===== src/rtl/demux16_write_32.sv =====
// Sixteen-entry register file with a one-hot write demux and a burst engine.
// A first beat writes the entry selected by wr_sel. A burst then continues
// writing successive entries, wrapping from 15 to 0, until its count runs out.
module demux16_write_32 #(
  parameter int unsigned DATA_W = 32
) (
  input  logic              clk,
  input  logic              reset_n,
  input  logic              clr,
  input  logic              wr_valid,
  output logic              wr_ready,
  input  logic [3:0]        wr_sel,
  input  logic [DATA_W-1:0] wr_data,
  input  logic              wr_burst,
  input  logic [4:0]        burst_len,
  output logic [DATA_W-1:0] q0,
  output logic [DATA_W-1:0] q1,
  output logic [DATA_W-1:0] q2,
  output logic [DATA_W-1:0] q3,
  output logic [DATA_W-1:0] q4,
  output logic [DATA_W-1:0] q5,
  output logic [DATA_W-1:0] q6,
  output logic [DATA_W-1:0] q7,
  output logic [DATA_W-1:0] q8,
  output logic [DATA_W-1:0] q9,
  output logic [DATA_W-1:0] q10,
  output logic [DATA_W-1:0] q11,
  output logic [DATA_W-1:0] q12,
  output logic [DATA_W-1:0] q13,
  output logic [DATA_W-1:0] q14,
  output logic [DATA_W-1:0] q15,
  output logic [15:0]       we_onehot,
  output logic              busy,
  output logic              done
);

  typedef enum logic [0:0] {StIdle, StBurst} state_e;

  state_e            state_q;
  logic [3:0]        addr_q;
  logic [4:0]        cnt_q;
  logic [DATA_W-1:0] mem_q [16];

  logic [4:0] len_sat;
  logic       start_burst;

  // Lengths above 16 can never cover more than the whole file once.
  assign len_sat     = (burst_len > 5'd16) ? 5'd16 : burst_len;
  assign start_burst = wr_burst && (len_sat >= 5'd2);

  assign wr_ready = ~clr;
  assign busy     = (state_q == StBurst);

  assign q0  = mem_q[0];
  assign q1  = mem_q[1];
  assign q2  = mem_q[2];
  assign q3  = mem_q[3];
  assign q4  = mem_q[4];
  assign q5  = mem_q[5];
  assign q6  = mem_q[6];
  assign q7  = mem_q[7];
  assign q8  = mem_q[8];
  assign q9  = mem_q[9];
  assign q10 = mem_q[10];
  assign q11 = mem_q[11];
  assign q12 = mem_q[12];
  assign q13 = mem_q[13];
  assign q14 = mem_q[14];
  assign q15 = mem_q[15];

  // Burst FSM, entry storage and registered write/done markers.
  always_ff @(posedge clk or negedge reset_n) begin
    if (!reset_n) begin
      state_q   <= StIdle;
      addr_q    <= 4'd0;
      cnt_q     <= 5'd0;
      we_onehot <= 16'h0000;
      done      <= 1'b0;
      for (int i = 0; i < 16; i++) begin
        mem_q[i] <= '0;
      end
    end else if (clr) begin
      // wr_ready is low, so the offered beat is dropped along with any burst.
      state_q   <= StIdle;
      addr_q    <= 4'd0;
      cnt_q     <= 5'd0;
      we_onehot <= 16'h0000;
      done      <= 1'b0;
      for (int i = 0; i < 16; i++) begin
        mem_q[i] <= '0;
      end
    end else begin
      we_onehot <= 16'h0000;
      done      <= 1'b0;
      if (wr_valid) begin
        case (state_q)
          StIdle: begin
            mem_q[wr_sel] <= wr_data;
            we_onehot     <= 16'h0001 << wr_sel;
            if (start_burst) begin
              addr_q  <= wr_sel + 4'd1;
              cnt_q   <= len_sat - 5'd1;
              state_q <= StBurst;
            end else begin
              done <= 1'b1;
            end
          end
          StBurst: begin
            mem_q[addr_q] <= wr_data;
            we_onehot     <= 16'h0001 << addr_q;
            addr_q        <= addr_q + 4'd1;
            cnt_q         <= cnt_q - 5'd1;
            if (cnt_q == 5'd1) begin
              state_q <= StIdle;
              done    <= 1'b1;
            end
          end
          default: state_q <= StIdle;
        endcase
      end
    end
  end

endmodule


===== config.mk =====
export PLATFORM = sky130hd
export DESIGN_NAME = demux16_write_32
export DESIGN_NICKNAME = d
export VERILOG_FILES = /design/src/rtl/demux16_write_32.sv
export SDC_FILE = /design/constraint.sdc
export NUM_CORES = 1
export LEC_CHECK = 0
export CORE_MARGIN = 1.5
export CORE_UTILIZATION = 25
export CTS_CLUSTER_SIZE = 14
export DETAILED_ROUTE_END_ITERATION = 8
export GPL_ROUTABILITY_DRIVEN = 1
export GPL_TIMING_DRIVEN = 0
export PLACE_DENSITY = 0.55
export SLEW_MARGIN = 0
export SYNTH_ARGS = -nofsm -noshare
export SYNTH_HDL_FRONTEND = slang
export SYNTH_SLANG_ARGS = --single-unit

===== constraint.sdc =====
create_clock -name clk -period 5.9 [get_ports clk]
set_input_delay 1.18 -clock clk [delete_from_list [all_inputs] [get_ports clk]]
set_output_delay 1.18 -clock clk [all_outputs]
set_load 0.02 [all_outputs]

==> impl_metrics.tcl <==
set metrics [dict create \
    finalCriticalPeriod_ns 4.653 \
    wl_per_cell_microns 24.78 \
    grt_pass1_vias 18210 \
    status "finished, final reports clean" \
    fmax_mhz 214.9 \
    cts_resized 0 \
    muxShareOfSynthArea_pct 23.28 \
    max_slew.worst_pin.slew_ns 1.244 \
    fin_util_pct 35.67 \
    remaining_drc_errors 0 \
    yosysTopAreaCellShare_pct 59.73 \
    path_cells "buf_2 > inv_2 > buf_2 > buf_1 > clkdlybuf4s50_1" \
    die_w_microns 303.6 \
    synthXorXnorAreaFrac_pct 0.1551 \
    dieHeight_microns 303.6 \
    cp.required_ns 4.72 \
    grt_max_degree 126 \
    cp-startpoint "clr" \
    critPathBufInv 5 \
    end_kind "output port" \
    cts_hold_buf 0 \
    io_pins 577 \
    track_usage_pct 19.66 \
    synth_area_leaders "dfrtp_1, mux2i_1, nand2_1" \
    post-cts-setup-buffers 0 \
    synth_top_family_by_area "multiplexers" \
    cts_buffers 61 \
    path_depth 5 \
    endpoint "wr_ready" \
    place_congestion 0.8104 \
    grt_overflow_total 0 \
    cp_common_cell "buf_2" \
    ys_async_sr_fraction_pct 100.0 \
    drv_slew 0 \
    netlist_instances 1903 \
    wl_microns 93410 \
    core_sq_mm 0.08974 \
    port_buffers 575 \
    clock_latency_ns 0.63 \
    drive_gt1_share_pct 7.215 \
    place_hpwl_microns 68450 \
    syn_nets 1959 \
    hold_viol_final 0 \
    cts-root-buf "clkbuf_16" \
    fin_skew_ns 0.01439 \
    synth_fa_ha_area_share_pct 0.5540 \
    grt_pass1_wl_microns 130600 \
    relSlewSlack_pct 17.10 \
    ys_seq_elements 539 \
    reg2reg_depth 8 \
    synth_warnings 0 \
    whs_ns 0.4933 \
    fin_crit_sh_pct 78.86 \
    cp-start-kind "input pin" \
    cts.path.max_buffers 3 \
    maxCapViolCount 0 \
    synth_edf_count 0 \
    tritoncts "built" \
    antenna_left 0 \
    routed_via_density 4.519 \
    critPathTopFamily "buffers and inverters" \
    dr_total_vias 17030 \
    yosysUniqueCellTypes 43 \
    drtIter0Drc 1008 \
    cp_slowest_cell "clkdlybuf4s50_1" \
    antenna_found_initial 0 \
    clk_pin_slew_worst_paths_ns 0.06 \
    area_growth_syn_to_layout_pct 41.74 \
    worstReg2RegStart "busy" \
    crit_path_max_incr_delay_ns 0.75 \
    initial_core_util_pct 25.17 \
    synth_compound_area_share_pct 1.258 \
    dieArea_sq_mm 0.09214 \
    power_density_mw_per_mm2 267.0 \
    rsz0062_at_grt "false" \
    core.rowCount 110 \
    htree_levels 2 \
    path_class "in -> out" \
    ys_seq_area_share_pct 59.73 \
    syn_area_sq_mm 0.02258 \
    timing.rr.end "addr_q[2]" \
    synth_area_per_cell_sq_um 11.87 \
    crit_fanout 10 \
    synthSimpleGateAreaFrac_pct 11.20 \
    final_cell_mix "clkdlybuf4s50_1, nand2_1, dfrtp_1" \
    drt_pass1_iterations 7 \
    crit_arrival_ns 3.47 \
    ys.flop_type "dfrtp_1" \
    fin_tns_setup_ns 0 \
    p_leak_nw 16.55 \
    layout_commonest_cell "clkdlybuf4s50_1" \
    vdd_drop_max_mv 0.1662 \
    yosysTopAreaCell "dfrtp_1" \
    cts.sinks 539 \
    setup_viol 0 \
    hold_path_class "in -> async" \
    regToRegSetupSlack_ns 3.33 \
    fin_nets 2601 \
]
-- how the worst min path moves through the flow --
stage | start | endpoint | slack (ns) | cells past startpoint
floorplan | cnt_q[1] | cnt_q[1] | 0.51 | 2
global placement | q2[14] | q2[14] | 0.52 | 2
detailed placement | q10[28] | q10[28] | 0.53 | 2
CTS | reset_n | q14[14] | 0.46 | 1
global route | reset_n | q15[18] | 0.48 | 1
finish | reset_n | q14[14] | 0.49 | 1
-- final cells by class --
class	instances	area (sq um)
Tap cell	1176	1471
Sequential cell	539	13490
Antenna cell	1	2.502
Clock inverter	20	242.7
Multi-Input combinational cell	1206	8229
Clock buffer	90	1838
Buffer	150	835.8
Fill cell	8908	57730
Timing Repair Buffer	579	5871
Inverter	8	30.03
-- metrics by stage --
step / setup slack [ns] / cell area (sq um) / cells / total power, mW
2_1_floorplan: 2.713 / 22580 / 1903 / 4.210
3_3_place_gp: -20.27 / 29810 / 3654 / 4.645
3_5_place_dp: 1.151 / 29930 / 3658 / 4.658
4_1_cts: 1.146 / 32010 / 3768 / 8.681
5_1_grt: 1.129 / 32010 / 3768 / 8.886
6_report: 1.247 / 32010 / 3769 / 8.547
-- cell usage after synthesis (2+ instances only) --
library cell / count
buf_4: 6
o22ai_1: 12
ha_1: 10
nand3_1: 3
nand3b_1: 3
or3b_4: 3
nor4_1: 2
a221oi_1: 2
and2_1: 6
mux2i_1: 524
nand2_2: 8
buf_2: 25
nand2_1: 566
buf_6: 27
o22ai_2: 4
nor3_1: 4
xnor2_1: 3
o21ai_0: 4
and3_1: 12
inv_1: 7
a211oi_1: 2
nand2b_1: 8
nor2_1: 12
or2_2: 2
dfrtp_1: 539
a21oi_1: 3
clkbuf_1: 87
buf_1: 4
-- cell families (layout without fill, tap and decap cells) --
logic type	after synthesis	in the layout
AND/OR/NAND/NOR	632	632
flip-flops	539	539
multiplexers	525	525
buffers and inverters	158	847
AO/OA/AOI/OAI	35	35
adder cells (fa/ha/maj)	10	10
XOR/XNOR	4	4
other	0	1
-- layer usage --
metal | track usage, % | wire length, microns | vias up
met2 | 33.18 | 44990 | 618
met1 | 24.14 | 38320 | 8663
met4 | 5.516 | 2529 | 0
met5 | 0 | 0 | -
li1 | - | - | 7618
met3 | 6.033 | 7569 | 134
-- power by group --
group          internal (mW)  leakage, nW  switching [mW]  total (mW)
Clock                   2.36         1.04            1.61        3.97
Combinational          0.254         8.01           0.524       0.778
Sequential              3.76         7.50          0.0407        3.80
(Power assumes the default switching activity.)
